### config.mk
export PLATFORM = sky130hd
export DESIGN_NAME = matmul_seq
export DESIGN_NICKNAME = d
export VERILOG_FILES = /design/src/rtl/matmul_pkg.sv /design/src/rtl/matmul_addr_gen.sv /design/src/rtl/matmul_seq.sv
export SDC_FILE = /design/constraint.sdc
export NUM_CORES = 1
export LEC_CHECK = 0
export CORE_MARGIN = 5
export CORE_UTILIZATION = 49
export DETAILED_ROUTE_END_ITERATION = 10
export PLACE_DENSITY_LB_ADDON = 0.2
export RECOVER_POWER = 25
export SLEW_MARGIN = 20
export SYNTH_ARGS = -nofsm -noshare
export SYNTH_HDL_FRONTEND = slang
export SYNTH_SLANG_ARGS = --single-unit
### constraint.sdc
create_clock -name clk -period 6.3 [get_ports clk]
set_clock_uncertainty 0.2 [all_clocks]
set_input_delay 1.26 -clock clk [delete_from_list [all_inputs] [get_ports clk]]
set_output_delay 1.26 -clock clk [all_outputs]
set_load 0.05 [all_outputs]
### src/rtl/matmul_pkg.sv
// matmul_pkg: shared definitions for the matrix-multiply sequencer.
//   - state_t: encoding of the six sequencer states
//   - COLS_DEF / MACS_DEF / RAM_AW_DEF: default geometry
//   - col_w / k_w / coef_w: widths of the column counter, the MAC index
//     and the coefficient ROM address
package matmul_pkg;

  localparam int unsigned COLS_DEF   = 4;
  localparam int unsigned MACS_DEF   = 8;
  localparam int unsigned RAM_AW_DEF = 8;

  typedef enum logic [2:0] {
    S_IDLE,
    S_LOAD,
    S_CLEAR,
    S_MAC,
    S_WRITE,
    S_DONE
  } state_t;

  function automatic int unsigned col_w(input int unsigned cols);
    return (cols > 1) ? $clog2(cols) : 1;
  endfunction

  function automatic int unsigned k_w(input int unsigned macs);
    return (macs > 1) ? $clog2(macs) : 1;
  endfunction

  function automatic int unsigned coef_w(input int unsigned cols, input int unsigned macs);
    return (cols * macs > 1) ? $clog2(cols * macs) : 1;
  endfunction

endpackage

### src/rtl/matmul_addr_gen.sv
// matmul_addr_gen: column / MAC-index counters and address generation.
//   clk, rst        clock, asynchronous active-low reset
//   base_ld         capture base_in as the result base address
//   base_in         result base address
//   col_clr/col_inc clear / increment the column counter
//   k_clr/k_inc     clear / increment the MAC index
//   col, k          current counter values
//   coef_addr       col*MACS + k
//   ram_addr        base + col, wrapping modulo 2^RAM_AW
module matmul_addr_gen
  import matmul_pkg::*;
#(
  parameter int unsigned COLS   = COLS_DEF,
  parameter int unsigned MACS   = MACS_DEF,
  parameter int unsigned RAM_AW = RAM_AW_DEF,
  localparam int unsigned COL_W  = col_w(COLS),
  localparam int unsigned K_W    = k_w(MACS),
  localparam int unsigned COEF_W = coef_w(COLS, MACS)
) (
  input  logic              clk,
  input  logic              rst,
  input  logic              base_ld,
  input  logic [RAM_AW-1:0] base_in,
  input  logic              col_clr,
  input  logic              col_inc,
  input  logic              k_clr,
  input  logic              k_inc,
  output logic [COL_W-1:0]  col,
  output logic [K_W-1:0]    k,
  output logic [COEF_W-1:0] coef_addr,
  output logic [RAM_AW-1:0] ram_addr
);

  logic [RAM_AW-1:0] base;

  always_ff @(posedge clk or negedge rst) begin
    if (!rst) begin
      base <= '0;
      col  <= '0;
      k    <= '0;
    end else begin
      if (base_ld) base <= base_in;
      if (col_clr)      col <= '0;
      else if (col_inc) col <= col + COL_W'(1);
      if (k_clr)        k <= '0;
      else if (k_inc)   k <= k + K_W'(1);
    end
  end

  assign coef_addr = COEF_W'(col) * COEF_W'(MACS) + COEF_W'(k);
  assign ram_addr  = base + RAM_AW'(col);

endmodule

### src/rtl/matmul_seq.sv
// matmul_seq: sequencer for the matrix-multiply datapath. Loads the input
// matrix, then runs COLS columns of MACS MAC cycles and writes each column
// result to the result SRAM.
//   clk, rst      clock, asynchronous active-low reset
//   start         job request (IDLE only); base_addr captured with it
//   load_done     loader finished (LOAD only)
//   ram_busy      result SRAM cannot accept a write this cycle
//   load_en, acc_clr, mac_en, x_sel, coef_addr   datapath controls
//   ram_we_n, ram_addr                           result SRAM write port
//   busy, done    status / one-cycle completion pulse
//   cycle_cnt     busy-cycle counter, present when MATMUL_SEQ_CYCLE_CNT_EN
//                 is defined
module matmul_seq
  import matmul_pkg::*;
#(
  parameter int unsigned COLS   = COLS_DEF,
  parameter int unsigned MACS   = MACS_DEF,
  parameter int unsigned RAM_AW = RAM_AW_DEF,
  localparam int unsigned COL_W  = col_w(COLS),
  localparam int unsigned K_W    = k_w(MACS),
  localparam int unsigned COEF_W = coef_w(COLS, MACS)
) (
  input  logic              clk,
  input  logic              rst,
  input  logic              start,
  input  logic [RAM_AW-1:0] base_addr,
  input  logic              load_done,
  input  logic              ram_busy,
  output logic              load_en,
  output logic              acc_clr,
  output logic              mac_en,
  output logic [K_W-1:0]    x_sel,
  output logic [COEF_W-1:0] coef_addr,
  output logic              ram_we_n,
  output logic [RAM_AW-1:0] ram_addr,
  output logic              busy,
  output logic              done
`ifdef MATMUL_SEQ_CYCLE_CNT_EN
  , output logic [15:0]     cycle_cnt
`endif
);

  state_t state, state_nxt;

  logic              base_ld, col_clr, col_inc, k_clr, k_inc;
  logic [COL_W-1:0]  col;
  logic [K_W-1:0]    k;
  logic [COEF_W-1:0] coef_raw;
  logic [RAM_AW-1:0] addr_raw;
  logic              k_last, col_last;

  assign k_last   = (k == K_W'(MACS - 1));
  assign col_last = (col == COL_W'(COLS - 1));

  matmul_addr_gen #(
    .COLS   (COLS),
    .MACS   (MACS),
    .RAM_AW (RAM_AW)
  ) u_addr_gen (
    .clk       (clk),
    .rst       (rst),
    .base_ld   (base_ld),
    .base_in   (base_addr),
    .col_clr   (col_clr),
    .col_inc   (col_inc),
    .k_clr     (k_clr),
    .k_inc     (k_inc),
    .col       (col),
    .k         (k),
    .coef_addr (coef_raw),
    .ram_addr  (addr_raw)
  );

  always_ff @(posedge clk or negedge rst) begin
    if (!rst) state <= S_IDLE;
    else      state <= state_nxt;
  end

  always_comb begin
    state_nxt = state;
    unique case (state)
      S_IDLE:  if (start) state_nxt = S_LOAD;
      S_LOAD:  if (load_done) state_nxt = S_CLEAR;
      S_CLEAR: state_nxt = S_MAC;
      S_MAC:   if (k_last) state_nxt = S_WRITE;
      S_WRITE: if (!ram_busy) state_nxt = col_last ? S_DONE : S_CLEAR;
      S_DONE:  state_nxt = S_IDLE;
      default: state_nxt = S_IDLE;
    endcase
  end

  // Datapath outputs decode state and counters only; ram_we_n is the single
  // output that also depends on an input (ram_busy) in the same cycle.
  always_comb begin
    load_en   = 1'b0;
    acc_clr   = 1'b0;
    mac_en    = 1'b0;
    x_sel     = '0;
    coef_addr = '0;
    ram_we_n  = 1'b1;
    ram_addr  = '0;
    busy      = (state != S_IDLE);
    done      = 1'b0;
    base_ld   = 1'b0;
    col_clr   = 1'b0;
    col_inc   = 1'b0;
    k_clr     = 1'b0;
    k_inc     = 1'b0;
    unique case (state)
      S_IDLE: begin
        if (start) begin
          base_ld = 1'b1;
          col_clr = 1'b1;
          k_clr   = 1'b1;
        end
      end
      S_LOAD:  load_en = 1'b1;
      S_CLEAR: begin
        acc_clr = 1'b1;
        k_clr   = 1'b1;
      end
      S_MAC: begin
        mac_en    = 1'b1;
        x_sel     = k;
        coef_addr = coef_raw;
        k_inc     = !k_last;
      end
      S_WRITE: begin
        ram_addr = addr_raw;
        if (!ram_busy) begin
          ram_we_n = 1'b0;
          col_inc  = !col_last;
        end
      end
      S_DONE:  done = 1'b1;
      default: ;
    endcase
  end

`ifdef MATMUL_SEQ_CYCLE_CNT_EN
  always_ff @(posedge clk or negedge rst) begin
    if (!rst) begin
      cycle_cnt <= '0;
    end else if (state == S_IDLE) begin
      if (start) cycle_cnt <= '0;
    end else if (cycle_cnt != '1) begin
      cycle_cnt <= cycle_cnt + 16'd1;
    end
  end
`endif

endmodule

After elaboration in Yosys (flattened, before gate mapping):

Index checks and enable logic that the tools add are counted.

* register bits after elaboration: 16
* latch bits: 0
* bits in writable memories: 0
* memory bits (read-only): 0
* input bits: 13
* output and inout port bits: 22
* logic and storage cells: 51
* memories kept: 0

* $add $sub $neg: 4
* $mul: 0
* divide/modulo/power cells: 0
* magnitude comparators: 0
* eq/ne operators: 11
* shifts and indexed selects: 0
* multiplexer cells: 25
* bitwise gates (word level): 0
* reductions and logical operators: 7

Operator list (number)
* two-way mux 3 bit: 8
* case mux 3 bit (5 select lines): 1
* two-way mux 1 bit: 11
* == test 3 bit, second input constant: 3
* adder 8 x 2 -> 8 bit: 1
* two-way mux 8 bit: 1
* != test 2 bit, second input constant: 4
* == test 3 x 2 -> 1 bit, second input constant: 2
* adder 5 x 3 -> 5 bit: 1
* two-way mux 5 bit: 1
* two-way mux 2 bit: 2
* AND reduction 4 bit: 1
* nonzero test 2 bit: 2
* adder 3 x 1 -> 3 bit, second input constant: 1
* == test 3 x 1 -> 1 bit, second input constant: 1
* logical NOT 3 bit: 1
* nonzero test 3 bit: 1
* adder 2 x 1 -> 2 bit, second input constant: 1
* == test 2 bit, second input constant: 1
* logical NOT 1 bit: 2
* case mux 1 bit (2 select lines): 1

Longest topological paths before layout:

* word-level depth: 6
* mapped depth: 6

Modules after synthesis:

Synthesis repeated with hierarchy kept, for this count alone.

* cell total of the unflattened synthesis: 106
* area, all modules: 1056.0 µm²

Modules (own cells, without submodules)
* matmul_addr_gen: times used 1, cells each 56, area each 679.4 µm², seq. area each 325.3 µm²
* matmul_seq: times used 1, cells each 50, area each 376.6 µm², seq. area each 75.1 µm²

Worst setup path before layout:

Ideal clock, no wire load.

* kind: register -> output
* start: reg u_addr_gen.col[0]
* end: out ram_addr[6]
* arrival time: 2.171 ns
* path slack: 2.669 ns
* cell stages (with the launch flop): 6
* buffers on the path: 0
* path through: dfrtp_1 > ha_1 > inv_1 > fa_1 > or3_1 > a21oi_1

* longest elaborated chain between the ends: 2

RTL lines
* start: declaration: RTL line matmul_addr_gen.sv:28 `output logic [COL_W-1:0] col,`
* start signal: assignment: RTL line matmul_addr_gen.sv:44 `else if (col_inc) col <= col + COL_W'(1);`
* adder 8 x 2 -> 8 bit: RTL line matmul_addr_gen.sv:51 `assign ram_addr = base + RAM_AW'(col);`
* two-way mux 8 bit: RTL line matmul_seq.sv:109 `unique case (state)`
* end: declaration: RTL line matmul_seq.sv:35 `output logic [RAM_AW-1:0] ram_addr,`

Every way passes these cells.

Worst setup path in the final report:

* start: in ram_busy
* end: out ram_we_n

* longest elaborated chain between the ends: 2

RTL lines
* start: declaration: RTL line matmul_seq.sv:28 `input logic ram_busy,`
* two-way mux 1 bit: RTL line matmul_seq.sv:130 `if (!ram_busy) begin`
* two-way mux 1 bit: RTL line matmul_seq.sv:109
* end: declaration: RTL line matmul_seq.sv:34 `output logic ram_we_n,`

Every way passes these cells.

==> qor.yml <==
end_kind: "output port"
met1_usage: 0.201
grt_pass1_wl_um: 4060
period_minus_slack_ns: 4.26
pin_count: 35
p_leak_nw: 0.574
overflow: 0
setup_ws_ns: 2.04
h-tree-depth: 1
setup_tns_ns: 0
slew_headroom: 0.503
path_clk_slew_ns: 0.08
worstPathRequired_ns: 4.84
drt-pass1-iter-count: 4
rows: 17
cts_setup_buffers: 0
route.detailed.drc: 0
ys_seq_area_frac: 0.367
multi_input_area_sq_um: 601
startpoint: "ram_busy"
max-cap-violations: 0
cp_data_arrival_time_ns: 2.80
syn_nets: 133
setup_viol: 0
ys_warn_count: 0
drive_gt1_frac: 0.0563
final_antenna_net_count: 0
r2r_cells: 2
rsz0062_at_grt: "false"
synth_area_sq_mm: 0.00109
ir_worst_vdd_uv: 355
hp-start: "u_addr_gen.base[0]"
synth.top_cell.area_share: 0.367
drt-initial-drc-count: 10
hold_depth: 1
cts-root-buf: "clkbuf_4"
syn_area_per_cell_sq_um: 9.56
clk_latency_ns: 0.29
totalPowerFinal_uw: 601
layout_common_cells: "clkdlybuf4s50_1 (32), dfrtp_1 (16), a21oi_1 (9)"
post_drt_via_cell_ratio: 5.36
synth_top_cell_by_area: "dfrtp_1"
path_depth: 3
grt_pass1_vias: 875
whs_ns: 0.327
crit_fanout: 4
dieArea_sq_mm: 0.00327
grt_usage: 0.161
post_drt_wl_per_cell_um: 14.1
cpPeakStageDelay_ns: 0.81
clkSinkCount: 16
path_cells: "dlygate4sd3_1, nand2b_1, clkdlybuf4s50_1"
grt_max_degree: 17
max_clock_freq_mhz: 235
cts_resized: 0
ys_ff_latch: 16
regToRegSetupSlack_ns: 4.31
rr_endpoint: "u_addr_gen.base[5]"
cts_buffers: 3
grtUsageMet2: 0.266
io_buffers: 34
ys_top_cells_by_area: "dfrtp_1 (37%), ha_1 (5.7%), mux2_1 (5.2%)"
power.density_mw_per_mm2: 421
crit_family: "buffers and inverters"
synth.distinct_cells: 37
dp_slack_ns: 2.12
synthCells: 114
start_kind: "primary input"
place_congestion: 0.818
antenna_found_initial: 0
use_met3: 0.0498
hp-class: "reg2reg"
clockBufferDepth: 2
hold_buffers: 0
outcome: "finished clean"
path_class: "in2out"
crit_path_end: "ram_we_n"
n_fill_cell: 199
slowest_stage: "clkdlybuf4s50_1"
cts_tree: "done"
die_x_um: 57.2
core_region_area_sq_mm: 0.00217
final_common_cell: "clkdlybuf4s50_1"
num_antenna_cells: 0
die_y_um: 57.2
tightest_slew_ns: 0.742
finalWirelength_um: 2400
finalCritPeriodShare: 0.676
synthToLayoutAreaGrowth_pct: 30.8
gr-max-usage-layer: "met2"
finalMaxSlewViolations: 0
critPathBufInv: 2
start_util: 0.502
vias: 911
r2r-start: "state[2]"
final_nets: 163
seq_area_sq_um: 400
hold_viol: 0
place_hpwl_um: 1860
-- sequential cells by signal (all words and copies together) (netlist names) --
register / flops
u_addr_gen.base: 8
state: 3
u_addr_gen.k: 3
u_addr_gen.col: 2
-- logic make-up after synthesis --
| group | count (synthesis) | synth area share |
|---|---|---|
| compound gates | 23 | 0.125 |
| xor+xnor | 3 | 0.0241 |
| fa+ha+maj | 6 | 0.0758 |
| buf+inv | 16 | 0.0815 |
| flops | 16 | 0.367 |
| mux | 7 | 0.0700 |
| simple gates | 43 | 0.256 |
-- through the flow --
stage,utilization,cells,cell area (sq um)
6_report,0.657,170,1430
5_1_grt,0.657,170,1430
4_1_cts,0.657,170,1430
3_5_place_dp,0.646,167,1400
3_3_place_gp,0.646,167,1400
2_1_floorplan,-,114,1090
-- layout make-up --
class | count | area share
Inverter | 7 | 0.0184
Multi-Input combinational cell | 82 | 0.421
Tap cell | 28 | 0.0246
Clock buffer | 3 | 0.0158
Sequential cell | 16 | 0.281
Timing Repair Buffer | 34 | 0.239
-- synth_stat cells (all sizes together) --
cell	count
a21o	1
a21oi	9
a2bb2oi	2
and2	7
and3b	1
and4bb	1
buf	8
clkbuf	1
dfrtp	16
fa	1
ha	5
inv	7
mux2	5
mux2i	2
nand2	4
nand2b	2
nand3	3
nand3b	2
nand4	1
nor2	8
nor2b	3
nor3	2
nor3b	2
nor4b	1
o21ai	8
o22ai	1
o31ai	2
or3	4
or3b	1
or4	1
xnor2	1
xor2	2
-- how the worst min path moves through the flow --
stage	endpoint
floorplan	u_addr_gen.base[0]
global placement	u_addr_gen.base[0]
detailed placement	u_addr_gen.base[0]
CTS	u_addr_gen.base[0]
global route	u_addr_gen.base[0]
finish	u_addr_gen.base[0]
-- per-layer routing --
metal | vias up | part of all wire
li1 | 453 | -
met3 | 2 | 0.050
met2 | 24 | 0.49
met5 | - | 0
met1 | 432 | 0.45
met4 | 0 | 0.0071
-- power by group --
group	leakage (nW)	internal [mW]	switching [mW]
combinational	0.365	0.136	0.211
sequential	0.195	0.146	0.0550
clock	0.0138	0.0222	0.0304
total	0.574	0.304	0.296
No activity file was read; power rests on OpenSTA's default activity.
